### src/rtl/gelato_multi_warp_fetch.sv
// ---------------------------------------------------------------------------
// gelato_multi_warp_fetch
//
// Multi-warp instruction fetch stage. Keeps a PC, an active bit and an
// ibuffer credit count for every warp. Warps are picked round-robin. The
// chosen warp issues one bundle-aligned request to the L1 instruction cache,
// and the returned bundle goes to decode/ibuffer with a mask of valid slots.
// Only one request is outstanding at a time. A redirect or finish aimed at
// the in-flight warp marks the outstanding response stale, so it is dropped
// when it returns.
//
// Ports:
//   clk, rst                     clock, synchronous active-high reset
//   rdy                          global enable; low freezes every register
//   init_*                       start an inactive warp at init_pc
//   redirect_*                   replace the PC of an active warp
//   finish_*                     deactivate a warp
//   credit_*                     ibuffer freed one bundle slot of a warp
//   req_valid/req_ready/req_addr cache request handshake (aligned address)
//   resp_valid/resp_data         in-order cache response, slot 0 in LSBs
//   out_*                        one-cycle bundle to decode with slot mask
//   active_mask                  current active bit of every warp
// ---------------------------------------------------------------------------
module gelato_multi_warp_fetch #(
  parameter  int NUM_WARPS   = 8,
  parameter  int PC_WIDTH    = 32,
  parameter  int INST_WIDTH  = 32,
  parameter  int FETCH_WIDTH = 2,
  parameter  int IBUF_DEPTH  = 4,
  localparam int WARP_ID_W   = (NUM_WARPS > 1) ? $clog2(NUM_WARPS) : 1,
  localparam int SLOT_W      = $clog2(FETCH_WIDTH)
) (
  input  logic                              clk,
  input  logic                              rst,
  input  logic                              rdy,
  input  logic                              init_valid,
  input  logic [WARP_ID_W-1:0]              init_warp_id,
  input  logic [PC_WIDTH-1:0]               init_pc,
  input  logic                              redirect_valid,
  input  logic [WARP_ID_W-1:0]              redirect_warp_id,
  input  logic [PC_WIDTH-1:0]               redirect_pc,
  input  logic                              finish_valid,
  input  logic [WARP_ID_W-1:0]              finish_warp_id,
  input  logic                              credit_valid,
  input  logic [WARP_ID_W-1:0]              credit_warp_id,
  output logic                              req_valid,
  input  logic                              req_ready,
  output logic [PC_WIDTH-1:0]               req_addr,
  input  logic                              resp_valid,
  input  logic [FETCH_WIDTH*INST_WIDTH-1:0] resp_data,
  output logic                              out_valid,
  output logic [WARP_ID_W-1:0]              out_warp_id,
  output logic [PC_WIDTH-1:0]               out_pc,
  output logic [FETCH_WIDTH*INST_WIDTH-1:0] out_data,
  output logic [FETCH_WIDTH-1:0]            out_mask,
  output logic [NUM_WARPS-1:0]              active_mask
);

  localparam int SLOT_IDX_W   = (SLOT_W > 0) ? SLOT_W : 1;
  localparam int CRED_W       = $clog2(IBUF_DEPTH + 1);
  localparam int BUNDLE_BYTES = FETCH_WIDTH * 4;
  localparam int DATA_W       = FETCH_WIDTH * INST_WIDTH;
  localparam logic [PC_WIDTH-1:0] ALIGN_MASK = ~PC_WIDTH'(BUNDLE_BYTES - 1);
  localparam logic [PC_WIDTH-1:0] SLOT_MASK  = PC_WIDTH'(FETCH_WIDTH - 1);

  typedef enum logic [1:0] {
    ST_IDLE,
    ST_REQ,
    ST_WAIT
  } state_e;

  state_e                  state_q, state_d;
  logic [WARP_ID_W-1:0]    rr_ptr_q, rr_ptr_d;
  logic [WARP_ID_W-1:0]    cur_warp_q, cur_warp_d;
  logic [SLOT_IDX_W-1:0]   slot_q, slot_d;
  logic                    stale_q, stale_d;
  logic                    req_valid_q, req_valid_d;
  logic [PC_WIDTH-1:0]     req_addr_q, req_addr_d;
  logic                    out_valid_q, out_valid_d;
  logic [WARP_ID_W-1:0]    out_warp_id_q, out_warp_id_d;
  logic [PC_WIDTH-1:0]     out_pc_q, out_pc_d;
  logic [DATA_W-1:0]       out_data_q, out_data_d;
  logic [FETCH_WIDTH-1:0]  out_mask_q, out_mask_d;
  logic [NUM_WARPS-1:0]    active_q, active_d;
  logic [PC_WIDTH-1:0]     pc_q [NUM_WARPS];
  logic [PC_WIDTH-1:0]     pc_d [NUM_WARPS];
  logic [CRED_W-1:0]       credits_q [NUM_WARPS];
  logic [CRED_W-1:0]       credits_d [NUM_WARPS];

  logic                    pick_found;
  logic [WARP_ID_W-1:0]    pick_id;
  logic [WARP_ID_W-1:0]    pick_cand;
  logic                    do_pick;
  logic                    flight_valid;
  logic [WARP_ID_W-1:0]    flight_id;
  logic                    flight_redirect;
  logic                    flight_finish;
  logic                    restore_credit;
  logic                    advance_pc;
  logic [FETCH_WIDTH-1:0]  slot_mask;
  int                      cred_sum;

  // Round-robin search starting one past the last granted warp. A warp with
  // no credits has no room in its ibuffer and is skipped.
  always_comb begin
    pick_found = 1'b0;
    pick_id    = '0;
    pick_cand  = '0;
    for (int i = 1; i <= NUM_WARPS; i++) begin
      pick_cand = WARP_ID_W'((int'(rr_ptr_q) + i) % NUM_WARPS);
      if (!pick_found && active_q[pick_cand] && (credits_q[pick_cand] != '0)) begin
        pick_found = 1'b1;
        pick_id    = pick_cand;
      end
    end
  end

  // The warp picked this cycle is treated as in flight already. A redirect
  // or finish that lands on the grant cycle must still squash the request,
  // because that request was built from the old PC.
  always_comb begin
    do_pick         = (state_q == ST_IDLE) && pick_found;
    flight_valid    = (state_q != ST_IDLE) || do_pick;
    flight_id       = (state_q == ST_IDLE) ? pick_id : cur_warp_q;
    flight_redirect = flight_valid && redirect_valid &&
                      (redirect_warp_id == flight_id) && active_q[flight_id];
    flight_finish   = flight_valid && finish_valid && (finish_warp_id == flight_id);
  end

  // Slots below the entry PC's offset within the bundle are not part of the
  // instruction stream and are masked off.
  always_comb begin
    slot_mask = '0;
    for (int i = 0; i < FETCH_WIDTH; i++) begin
      slot_mask[i] = (i >= int'(slot_q));
    end
  end

  // Fetch FSM and per-warp table next-state logic.
  always_comb begin
    state_d        = state_q;
    rr_ptr_d       = rr_ptr_q;
    cur_warp_d     = cur_warp_q;
    slot_d         = slot_q;
    stale_d        = stale_q;
    req_valid_d    = req_valid_q;
    req_addr_d     = req_addr_q;
    out_valid_d    = 1'b0;
    out_warp_id_d  = out_warp_id_q;
    out_pc_d       = out_pc_q;
    out_data_d     = out_data_q;
    out_mask_d     = out_mask_q;
    active_d       = active_q;
    restore_credit = 1'b0;
    advance_pc     = 1'b0;
    cred_sum       = 0;
    for (int w = 0; w < NUM_WARPS; w++) begin
      pc_d[w]      = pc_q[w];
      credits_d[w] = credits_q[w];
    end

    case (state_q)
      ST_IDLE: begin
        if (pick_found) begin
          state_d     = ST_REQ;
          cur_warp_d  = pick_id;
          rr_ptr_d    = pick_id;
          req_valid_d = 1'b1;
          req_addr_d  = pc_q[pick_id] & ALIGN_MASK;
          slot_d      = SLOT_IDX_W'((pc_q[pick_id] >> 2) & SLOT_MASK);
          stale_d     = flight_redirect || flight_finish;
        end
      end
      ST_REQ: begin
        if (req_ready) begin
          state_d     = ST_WAIT;
          req_valid_d = 1'b0;
        end
        if (flight_redirect || flight_finish) begin
          stale_d = 1'b1;
        end
      end
      ST_WAIT: begin
        if (resp_valid) begin
          state_d = ST_IDLE;
          stale_d = 1'b0;
          if (stale_q || flight_redirect || flight_finish) begin
            restore_credit = 1'b1;
          end else begin
            out_valid_d   = 1'b1;
            out_warp_id_d = cur_warp_q;
            out_pc_d      = req_addr_q;
            out_data_d    = resp_data;
            out_mask_d    = slot_mask;
            advance_pc    = 1'b1;
          end
        end else if (flight_redirect || flight_finish) begin
          stale_d = 1'b1;
        end
      end
      default: begin
        state_d = ST_IDLE;
      end
    endcase

    // Per-warp updates. Credit return, consume and squash refund are summed
    // so simultaneous return and consume cancel. Redirect overrides the
    // sequential advance, and finish overrides init on the same warp.
    for (int w = 0; w < NUM_WARPS; w++) begin
      cred_sum = int'(credits_q[w])
               + ((credit_valid && (credit_warp_id == WARP_ID_W'(w))) ? 1 : 0)
               + ((restore_credit && (cur_warp_q == WARP_ID_W'(w))) ? 1 : 0)
               - ((do_pick && (pick_id == WARP_ID_W'(w))) ? 1 : 0);
      if (cred_sum > IBUF_DEPTH) begin
        cred_sum = IBUF_DEPTH;
      end
      credits_d[w] = CRED_W'(cred_sum);

      if (advance_pc && (cur_warp_q == WARP_ID_W'(w))) begin
        pc_d[w] = req_addr_q + PC_WIDTH'(BUNDLE_BYTES);
      end
      if (redirect_valid && (redirect_warp_id == WARP_ID_W'(w)) && active_q[w]) begin
        pc_d[w] = redirect_pc;
      end
      if (init_valid && (init_warp_id == WARP_ID_W'(w)) && !active_q[w] &&
          !(finish_valid && (finish_warp_id == WARP_ID_W'(w)))) begin
        active_d[w]  = 1'b1;
        pc_d[w]      = init_pc;
        credits_d[w] = CRED_W'(IBUF_DEPTH);
      end
      if (finish_valid && (finish_warp_id == WARP_ID_W'(w))) begin
        active_d[w] = 1'b0;
      end
    end
  end

  // State registers. Reset drops any outstanding request and restores full
  // credits. With rdy low, everything holds.
  always_ff @(posedge clk) begin
    if (rst) begin
      state_q       <= ST_IDLE;
      rr_ptr_q      <= '0;
      cur_warp_q    <= '0;
      slot_q        <= '0;
      stale_q       <= 1'b0;
      req_valid_q   <= 1'b0;
      req_addr_q    <= '0;
      out_valid_q   <= 1'b0;
      out_warp_id_q <= '0;
      out_pc_q      <= '0;
      out_data_q    <= '0;
      out_mask_q    <= '0;
      active_q      <= '0;
      for (int w = 0; w < NUM_WARPS; w++) begin
        pc_q[w]      <= '0;
        credits_q[w] <= CRED_W'(IBUF_DEPTH);
      end
    end else if (rdy) begin
      state_q       <= state_d;
      rr_ptr_q      <= rr_ptr_d;
      cur_warp_q    <= cur_warp_d;
      slot_q        <= slot_d;
      stale_q       <= stale_d;
      req_valid_q   <= req_valid_d;
      req_addr_q    <= req_addr_d;
      out_valid_q   <= out_valid_d;
      out_warp_id_q <= out_warp_id_d;
      out_pc_q      <= out_pc_d;
      out_data_q    <= out_data_d;
      out_mask_q    <= out_mask_d;
      active_q      <= active_d;
      for (int w = 0; w < NUM_WARPS; w++) begin
        pc_q[w]      <= pc_d[w];
        credits_q[w] <= credits_d[w];
      end
    end
  end

  assign req_valid   = req_valid_q;
  assign req_addr    = req_addr_q;
  assign out_valid   = out_valid_q;
  assign out_warp_id = out_warp_id_q;
  assign out_pc      = out_pc_q;
  assign out_data    = out_data_q;
  assign out_mask    = out_mask_q;
  assign active_mask = active_q;

endmodule

### config.mk
export PLATFORM = sky130hd
export DESIGN_NAME = gelato_multi_warp_fetch
export DESIGN_NICKNAME = d
export VERILOG_FILES = /design/src/rtl/gelato_multi_warp_fetch.sv
export SDC_FILE = /design/constraint.sdc
export NUM_CORES = 1
export LEC_CHECK = 0
export ABC_AREA = 1
export ABC_CLOCK_PERIOD_IN_PS = 6600
export BUFFER_PORTS_ARGS = -buffer_cell sky130_fd_sc_hd__buf_2
export CORE_UTILIZATION = 35
export DETAILED_ROUTE_END_ITERATION = 7
export PLACE_DENSITY = 0.5
export SLEW_MARGIN = 20
export SYNTH_ARGS = -nofsm -noshare
export SYNTH_HDL_FRONTEND = slang
export SYNTH_SLANG_ARGS = --single-unit
### constraint.sdc
create_clock -name clk -period 6.6 [get_ports clk]
set_clock_uncertainty 0.2 [all_clocks]
set_input_delay 1.32 -clock clk [delete_from_list [all_inputs] [get_ports clk]]
set_output_delay 1.32 -clock clk [all_outputs]
set_load 0.01 [all_outputs]
* Yosys cells after proc, flatten, opt, wreduce, memory -nomap -nowiden
Memories as Yosys holds them, arrays and structs flattened. A register that Yosys moved wholly into a read port is not among the register bits. Cells that the tools add are included. Widths: inputs -> output; s select.
Storage, ports and cells: ROM bits 0, flip-flop bits (word level) 114, word-level logic and storage cells 472, output and inout port bits 143, bits in latches 0, bits in writable memories 280, memories kept 2
Memories:
- pc_q | depth 8, bits a word 32, read ports 1, clocked after memory_dff 1, write ports 8, line 85 | logic [PC_WIDTH-1:0] pc_q [NUM_WARPS];
- credits_q | depth 8, bits a word 3, read ports 16, clocked after memory_dff 0, write ports 8, line 87 | logic [CRED_W-1:0] credits_q [NUM_WARPS];
Operators by class: bitwise logic cells 17, mux-type cells 153, order comparisons 18, multiply operators 0, divide/modulo/power cells 0, shift-type cells 0, add/subtract/negate cells 33, reductions and logical operators 175, equality and inequality tests 57
Operators with widths (count):
- $mux 32 | 32
- $logic_and 1x1->1 | 101
- $mux 3 | 33
- $mux 1 | 73
- $eq 3x3->1 const B | 24
- $gt 6x4->1 const B | 8
- $sub 5x1->6 | 8
- $add 4x1->5 | 8
- $eq 3x2->1 const B | 12
- $lt 3x4->1 const B | 9
- $add 3x1->4 | 8
- $add 32x4->32 const B | 1
- $reduce_and 2->1 | 16
- $bmux 1 s3 | 9
- $reduce_bool 3->1 | 9
- $ne 3x3->1 const B | 8
- $logic_not 1->1 | 23
- $reduce_bool 2->1 | 10
- $eq 3x1->1 const B | 6
- $logic_not 3->1 | 6
- $or 1x1->1 | 16
- $add 3x3->3 const B | 4
- $reduce_and 4->1 | 3
- $add 3x1->3 const B | 2
- 14 further kinds | 24

* Longest topological paths before layout
depth after elaboration 51, mapped depth 41, mapped depth without buffers 38

* Least setup slack after synthesis
Ideal clock, no wire load.
path type register -> register, start point register cur_warp_q[0], end point memory credits_q[6][0] in the netlist's numbering (data pin), arrival time 5.089 ns, cell stages (with the launch flop) 36, required time 6.147 ns, slack 1.058 ns, buffers on the path 3, period minus slack after synthesis 5.542 ns, path through dfxtp_1 -> buf_6 -> inv_4 -> buf_4 -> ha_1 -> inv_2 -> buf_2 -> nand4_1 -> nand3_1 -> nand2_2 -> nor2_4 -> nand3_1 -> a21oi_4 -> nand3_2 -> clkinv_1 -> nand2_1 -> nand2_2 -> nand2_2 -> nand2_2 -> nand2_2 -> xor2_1 -> nand3_2 -> nand3_1 -> nand2_1 -> inv_1 -> nand3_1 -> ha_1 -> fa_1 -> fa_1 -> nand2_1 -> inv_1 -> o21ai_0 -> nand2_1 -> and3_1 -> inv_1 -> nor2_1
RTL lines:
- start, declared | line 74 | logic [WARP_ID_W-1:0] cur_warp_q, cur_warp_d;
- start signal, assigned | line 261 | cur_warp_q <= cur_warp_d;
- end, declared | line 87

==> reports/qor.yml <==
syn_to_final_growth_pct: 15.1
hold_path.class: "flip-flop to flip-flop"
drc: 0
layout_setup_ws_ns: 0.615
tns_ns: 0
rows: 98
cp_top_family: "simple AND/OR/NAND/NOR gates"
end_kind: "flip-flop"
critPathKind: "flip-flop to flip-flop"
status: "completed"
drt_wl_total_mm: 107
synth_seq_area_share: 0.427
via_per_inst: 5.47
fill_cells: 7481
yosysUniqueCellTypes: 48
fmax_mhz: 167
setup_viol: 0
io-pin-count: 292
yosys_most_used_dff: "edfxtp_1"
dp_hpwl_mm: 67.7
seq_area_sq_um: 10900
grt_util_all_layers: 0.282
first_pass_iters: 6
max_stage_delay_ns: 0.47
rsz0062_at_grt: "false"
grt_overflow_total: 0
synthArstFlopShare: 0
syn-cell-area_sq_um: 25400
min_period_ns: 5.98
gp_congestion: 0.866
hold_viol: 0
finalPower_mw: 11.7
clkSinkCount: 411
start_kind: "flip-flop"
via_count: 25100
peakVddDrop_v: 0.000728
hold_buffers: 0
utilization: 0.408
drive_gt1_frac: 0.132
synth_area_per_cell_sq_um: 7.41
min_period_over_period: 0.907
start_util: 0.354
clk_pin_slew_ns: 0.06
slew_violations: 0
clk_latency_ns: 0.63
dieHeight_um: 272
multi_input_area_sq_um: 12300
max_slew_margin: 0.216
cp.arrival_ns: 6.16
synth_edf_count: 264
drt_iter0_markers: 2605
drv_cap: 0
grt_pass1_vias: 23500
power.leakage_nw: 12.4
cts_tree: "done"
yosys_warnings: 0
cp_max_fo: 9
cts_buffer_depth: 3
clock-root-buffer: "clkbuf_16"
grt_max_degree: 197
yosys_register_bits: 411
preCtsSetupSlack_ns: 0.408
synthCells: 3430
antenna_found_initial: 11
avgRoutedWirePerCell_um: 23.2
core_sq_um: 71700
cp_slowest_cell: "fa_1"
tightest_slew_ns: 1.17
power_density_nw_per_um2: 400
h-tree-depth: 2
layout.nets: 3815
crit_required_ns: 6.77
numCtsBuffers: 51
io_buffers: 281
die_w_um: 272
path_buf_inv: 6
die_area_sq_um: 73700
antenna_left: 0
grt_pass1_wl_mm: 155
==> repair_timing <==
action,4_1_cts,5_1_grt
gates resized for setup,0,4
endpoints found under the setup margin,0,21
setup buffers,0,2
==> state kept, by name (all words and copies together) (netlist names), named ones only <==
name / flops
active_mask: 8
out_mask: 2
out_valid: 1
slot_q: 1
out_data: 64
stale_q: 1
out_pc: 29
out_warp_id: 3
req_valid: 1
state_q: 2
req_addr: 29
cur_warp_q: 3
pc_q: 240
credits_q: 24
==> synthesized netlist by cell type (15+ instances only) <==
master / instances / share of area
nor2_1: 542 / 0.080
buf_2: 51 / 0.010
o22ai_1: 36 / 0.0089
buf_1: 21 / 0.0031
nand4_1: 20 / 0.0049
a21oi_1: 209 / 0.041
nand2_1: 675 / 0.10
o21ai_0: 276 / 0.054
a31oi_1: 37 / 0.0091
a22oi_1: 154 / 0.045
o211ai_1: 30 / 0.0089
fa_1: 16 / 0.013
dfxtp_1: 147 / 0.12
inv_1: 335 / 0.049
ha_1: 53 / 0.026
clkbuf_1: 139 / 0.021
buf_6: 15 / 0.0066
nand3_1: 289 / 0.057
edfxtp_1: 264 / 0.31
nor3_1: 17 / 0.0033
==> layout make-up <==
cell class	count	area share
multi-input combinational	2438	0.420
sequential	411	0.371
tap	950	0.0406
clock buffer	72	0.0500
inverter	347	0.0448
clock inverter	23	0.00628
timing repair buffer	348	0.0669
antenna	2	0.000171
==> cell usage in the layout, fill, tap and decap left out, types with 53 or more instances in the layout <==
cell	n
a21oi_1	207
a22oi_1	154
buf_2	281
buf_4	63
clkbuf_16	53
dfxtp_1	147
edfxtp_1	264
inv_1	333
nand2_1	674
nand3_1	287
nor2_1	527
o21ai_0	275
==> logic make-up after synthesis <==
group | Yosys count | share of synthesized area
xor+xnor | 23 | 0.00792
other cells | 1 | 0.000147
simple gates | 1575 | 0.254
buf+inv | 586 | 0.0963
fa+ha+maj | 69 | 0.0387
flops | 411 | 0.427
compound gates | 765 | 0.175
==> metrics by stage <==
| stage | area, sq um | hold WS (ns) | cells |
|---|---|---|---|
| floorplan | 25400 | 0.257 | 3435 |
| global placement | 27600 | 0.250 | 4492 |
| detailed placement | 27600 | 0.262 | 4492 |
| CTS | 29200 | 0.274 | 4587 |
| global route | 29300 | 0.295 | 4590 |
| finish | 29300 | 0.272 | 4591 |
==> per-layer routing <==
layer	track usage	vias up	wire, um
met5	0	-	69
met4	0.0841	12	3160
met3	0.0650	215	10400
met2	0.450	1215	47700
met1	0.379	11800	45300
li1	-	11900	-
==> final timing paths <==
path	from	end	slack, ns	cells past startpoint
max	cur_warp_q[0]	credits_q[7][0]	0.62	35
min	out_pc[31]	out_pc[31]	0.27	2
max reg2reg	cur_warp_q[0]	credits_q[7][0]	0.62	35
min reg2reg	out_pc[31]	out_pc[31]	0.27	2
==> where the power goes <==
group          total, mW  internal, mW  switching, mW  leakage, nW
clock network       2.82          1.62           1.19        0.807
logic               5.69          1.58           4.10         7.69
registers           3.20          3.04          0.159         3.90
total               11.7          6.25           5.45         12.4
==> worst register-to-register path: cells and delay by family (launching register included) <==
| kind | cells | cell delay, ns |
|---|---|---|
| compound gates | 4 | 0.62 |
| fa+ha+maj | 4 | 1.64 |
| buf+inv | 6 | 0.68 |
| flops | 1 | 0.39 |
| simple gates | 21 | 2.20 |
(Power assumes the default switching activity.)
